==> config.mk <==
export PLATFORM = sky130hd
export DESIGN_NAME = posit_adder_arbiter
export DESIGN_NICKNAME = d
export VERILOG_FILES = /design/src/rtl/posit_adder_arbiter.sv
export SDC_FILE = /design/constraint.sdc
export NUM_CORES = 1
export LEC_CHECK = 0
export ABC_AREA = 1
export ABC_CLOCK_PERIOD_IN_PS = 3450
export BUFFER_PORTS_ARGS = -buffer_cell sky130_fd_sc_hd__buf_2
export CAP_MARGIN = 20
export CORE_UTILIZATION = 35
export CTS_BUF_LIST = sky130_fd_sc_hd__clkbuf_16
export DETAILED_ROUTE_END_ITERATION = 12
export PLACE_DENSITY = 0.68
export SYNTH_ARGS = -nofsm -noshare
export SYNTH_HDL_FRONTEND = slang
export SYNTH_SLANG_ARGS = --single-unit
==> constraint.sdc <==
create_clock -name clk -period 3.45 [get_ports clk]
set_input_delay 0.5175 -clock clk [delete_from_list [all_inputs] [get_ports clk]]
set_output_delay 0.5175 -clock clk [all_outputs]
set_load 0.005 [all_outputs]
==> src/rtl/posit_adder_arbiter.sv <==
// rtl/posit_adder_arbiter.sv - two-requester round-robin arbiter in front of an external combinational posit adder
module posit_adder_arbiter #(
    parameter int N = 8
) (
    input  logic         clk,
    input  logic         rst_n,
    input  logic         req0_valid,
    input  logic [N-1:0] req0_in1,
    input  logic [N-1:0] req0_in2,
    output logic         req0_ready,
    input  logic         req1_valid,
    input  logic [N-1:0] req1_in1,
    input  logic [N-1:0] req1_in2,
    output logic         req1_ready,
    output logic         resp0_valid,
    output logic         resp1_valid,
    output logic [N-1:0] resp_data,
    input  logic         resp0_ready,
    input  logic         resp1_ready,
    output logic [N-1:0] add_in1,
    output logic [N-1:0] add_in2,
    input  logic [N-1:0] add_out,
    output logic         busy,
    output logic         owner
);

    typedef enum logic [1:0] {
        IDLE = 2'd0,
        CALC = 2'd1,
        RESP = 2'd2
    } state_t;

    state_t       state_q, state_d;
    logic [N-1:0] op1_q, op1_d;
    logic [N-1:0] op2_q, op2_d;
    logic [N-1:0] result_q, result_d;
    logic         owner_q, owner_d;
    logic         last_q, last_d;
    logic         grant0, grant1;
    logic         owner_ready;

    // Arbitration: only in IDLE and out of reset; on contention the requester not granted last wins
    always_comb begin
        grant0 = 1'b0;
        grant1 = 1'b0;
        if (rst_n && (state_q == IDLE)) begin
            if (req0_valid && req1_valid) begin
                grant0 = last_q;
                grant1 = ~last_q;
            end else begin
                grant0 = req0_valid;
                grant1 = req1_valid;
            end
        end
    end

    assign owner_ready = owner_q ? resp1_ready : resp0_ready;

    // Next-state logic: latch operands on handshake, capture the sum in CALC, wait for the owner in RESP
    always_comb begin
        state_d  = state_q;
        op1_d    = op1_q;
        op2_d    = op2_q;
        result_d = result_q;
        owner_d  = owner_q;
        last_d   = last_q;
        case (state_q)
            IDLE: begin
                if (grant0) begin
                    op1_d   = req0_in1;
                    op2_d   = req0_in2;
                    owner_d = 1'b0;
                    last_d  = 1'b0;
                    state_d = CALC;
                end else if (grant1) begin
                    op1_d   = req1_in1;
                    op2_d   = req1_in2;
                    owner_d = 1'b1;
                    last_d  = 1'b1;
                    state_d = CALC;
                end
            end
            CALC: begin
                result_d = add_out;
                state_d  = RESP;
            end
            RESP: begin
                if (owner_ready) begin
                    state_d = IDLE;
                end
            end
            default: state_d = IDLE;
        endcase
    end

    // State and datapath registers; last-grant resets to 1 so requester 0 wins the first contention
    always_ff @(posedge clk or negedge rst_n) begin
        if (!rst_n) begin
            state_q  <= IDLE;
            op1_q    <= '0;
            op2_q    <= '0;
            result_q <= '0;
            owner_q  <= 1'b0;
            last_q   <= 1'b1;
        end else begin
            state_q  <= state_d;
            op1_q    <= op1_d;
            op2_q    <= op2_d;
            result_q <= result_d;
            owner_q  <= owner_d;
            last_q   <= last_d;
        end
    end

    assign req0_ready  = grant0;
    assign req1_ready  = grant1;
    assign add_in1     = op1_q;
    assign add_in2     = op2_q;
    assign resp_data   = result_q;
    assign resp0_valid = (state_q == RESP) && !owner_q;
    assign resp1_valid = (state_q == RESP) && owner_q;
    assign busy        = (state_q != IDLE);
    assign owner       = owner_q;

endmodule

==> summary.txt <==
Cells and area
  – Count of inserted antenna diode cells: 0
  – Ratio of cells with drive above 1 in the final layout: 0.383
  – Area overhead of the layout relative to synthesis: 34.6%
  – Number of standard cells in the final layout excluding fillers: 306
  – Combined area of the multi-input logic cells: 554 µm²
  – Share of the core filled with cells: 0.492
  – Final Net Count: 303
  – Filler cells: 403
  – Register area: approximately 700 µm²

STA
  – Remaining max-slew budget at the tightest pin: 0.684
  – Worst setup slack after layout: 1220 ps
  – TNS Setup: 0 ps
  – Final clock period utilization by the worst path: 0.647
  – Worst Clk Skew: between 1.5 and 2 ps
  – Hold violation total from the final report: 0
  – Final-report setup violation count: 0
  – Number of max-slew violations in the final report: 0
  – Slew at the pin closest to its max-slew limit: 472 ps
  – Achievable frequency: about 450 MHz
  – Worst hold slack across all endpoints: 277 ps
  – Crit path time final: 2230 ps
  – Unrepaired setup endpoints after global routing: false

Place
  – Inst Count DP: 302
  – Half-perimeter wire length of the detailed placement result: 2450 µm
  – Total of buffers placed on input and output ports: 75
  – Setup Slack @ Placement: 1390 ps
  – Final GP Congestion: between 0.7 and 0.8

Worst setup path
  – Kind of end point of the critical path: output port
  – Worst Setup Start Kind: flip-flop
  – CP Class: reg2out
  – Maximum fanout along the worst path: 17
  – Signal arrival time at the worst endpoint: approximately 1700 ps
  – Req. time, crit path: between 2000 and 3000 ps

Routing
  – Number of remaining DRC errors: 0
  – Via total after detailed routing: 1328
  – Post-detailed-routing wire length: 3220 µm
  – Post-route antenna net violation count: 0
  – Routed length on met3: 196 µm
  – First-pass iteration count of the detailed router: 6
  – WL met1: 1500 µm
  – Detailed Route Iter0 Violations: 68
  – Highest metal layer with signal wires: met4
  – Per-cell routed wire length: 10.5 µm
  – Via density: about 4.3
  – Metal2 WL: 1510 µm

Clocking
  – Buffers inserted by post-CTS timing repair: 0
  – Clock-pin slew on the worst setup and hold paths: about 60 ps
  – Clock latency on the worst-skew pair: ~260 ps
  – Number of buffers added by the clock tree synthesis step: 3
  – CTS tree: yes
  – Number of levels in the clock H-tree: 1
  – Buffer depth of the longest clock path: 2
  – CTS Root Cell: sky130_fd_sc_hd__clkbuf_16
  – CTS sink cnt: 28
  – CTS Hold Buffers Added: 0
  – CTS-repair resized insts: 0

Synthesis
  – #FFs+latches synth: 28
  – Sequential-to-total area share from yosys stat: 0.480
  – Total standard cell area after synthesis: 1460 µm²
  – Gate Count Post-Synth: roughly 180
  – Number of distinct library cell variants in the gate-level netlist after synthesis: 17
  – Syn_nets: approximately 230
  – Average size of a mapped cell: 8.08 µm²
  – Number of warnings printed during yosys synthesis: 0

Floorplanning
  – DIE AREA: 4440 µm²
  – Initial core utilization: 0.366
  – Horiz. Die Dim: approximately 67 µm
  – Row count: 23
  – Number of I/O pins: 76
  – Overall die height: around 67 µm
  – Placeable core area: roughly 4000 µm²

Status
  – Result of the run: finished, final reports clean

Pwr
  – Pleak: 1.21 nW
  – PD cells: 746 nW/µm²
  – IR drop worst, VDD: 0.000325 V

GRT
  – Grt ovf: 0
  – Initial antenna violation count: 0
  – Number of global-route vias before repair: 1244
  – Maximum number of pins on one net before global-route repair: 31
  – Global-route total usage across every layer: 0.157
  – Wire length of the first global-routing pass: 5380 µm

Run
  – # Max-Cap Violations: 0

Hold path
  – Worst min-delay path category: in2async
==> power breakdown <==
group	internal [mW]	switching, mW
Clock	0.231	0.103
Combinational	0.261	0.291
Sequential	0.492	0.0893
Total	0.984	0.484
==> sequential cells by signal, indices dropped and copies added, names as in the netlist <==
name and cells:
last_q 1, add_in1 8, resp_data 8, add_in2 8, owner 1, state_q 2
==> placed cells by master (no fill, tap or decap), drive strengths merged, types with 2 or more instances in the layout <==
cell and n:
a21oi 2, buf 77, clkbuf 3, dfrtp 27, inv 41, mux2 8, nand2 56, nand3 32
nand4 2, nor2 3, o21ai 3
==> synth_stat cells, drive strengths merged <==
library cell	instances	share of area
nand2	56	0.16
dfstp	1	0.018
o21ai	3	0.010
mux2	8	0.062
buf	6	0.036
dfrtp	27	0.46
nand4	2	0.0086
nor2	3	0.019
inv	41	0.11
a21oi	2	0.015
nand3	32	0.11
==> cell families after synthesis <==
logic type / share of synthesized area
buffers and inverters: 0.141
AOI/OAI and AO/OA: 0.0248
and+or+nand+nor: 0.293
DFF: 0.480
muxes: 0.0616
==> metal layers <==
metal,vias to the layer above,GRT usage
li1,696,-
met1,590,0.194
met2,40,0.278
met3,2,0.0325
met4,0,0.0319
met5,-,0
==> path summary, 6_finish.rpt <==
check,from,endpoint,slack [ps],depth (start not counted)
setup / recovery,last_q,req0_ready,1220,5
min in group clk,add_in1[2],add_in1[2],480,2
hold / removal,rst_n,owner,280,2
setup reg to reg,last_q,add_in2[0],1900,6
max in group asynchronous,rst_n,last_q,2870,2
hold reg to reg,add_in1[2],add_in1[2],480,2
==> layout make-up <==
cell class | count | share of cell area
clock buffer | 3 | 0.0381
clock inverter | 1 | 0.0153
inverter | 41 | 0.0782
multi-input combinational | 106 | 0.282
sequential | 28 | 0.357
tap | 50 | 0.0318
timing repair buffer | 77 | 0.198
==> through the flow <==
step | power, mW | instance area [µm²]
6_report | 1.47 | 1970
3_5_place_dp | 1.15 | 1860
4_1_cts | 1.49 | 1970
5_1_grt | 1.59 | 1970
2_1_floorplan | 0.910 | 1460
3_3_place_gp | 1.14 | 1860
==> critical path: stages, from the launching register on <==
cell                      delay [ps]
sky130_fd_sc_hd__dfstp_2         540
sky130_fd_sc_hd__inv_1            70
sky130_fd_sc_hd__a21oi_4         410
sky130_fd_sc_hd__nand2_4         230
sky130_fd_sc_hd__inv_1           110
sky130_fd_sc_hd__buf_2           110
Note: power is estimated with default switching activity, not from simulation.
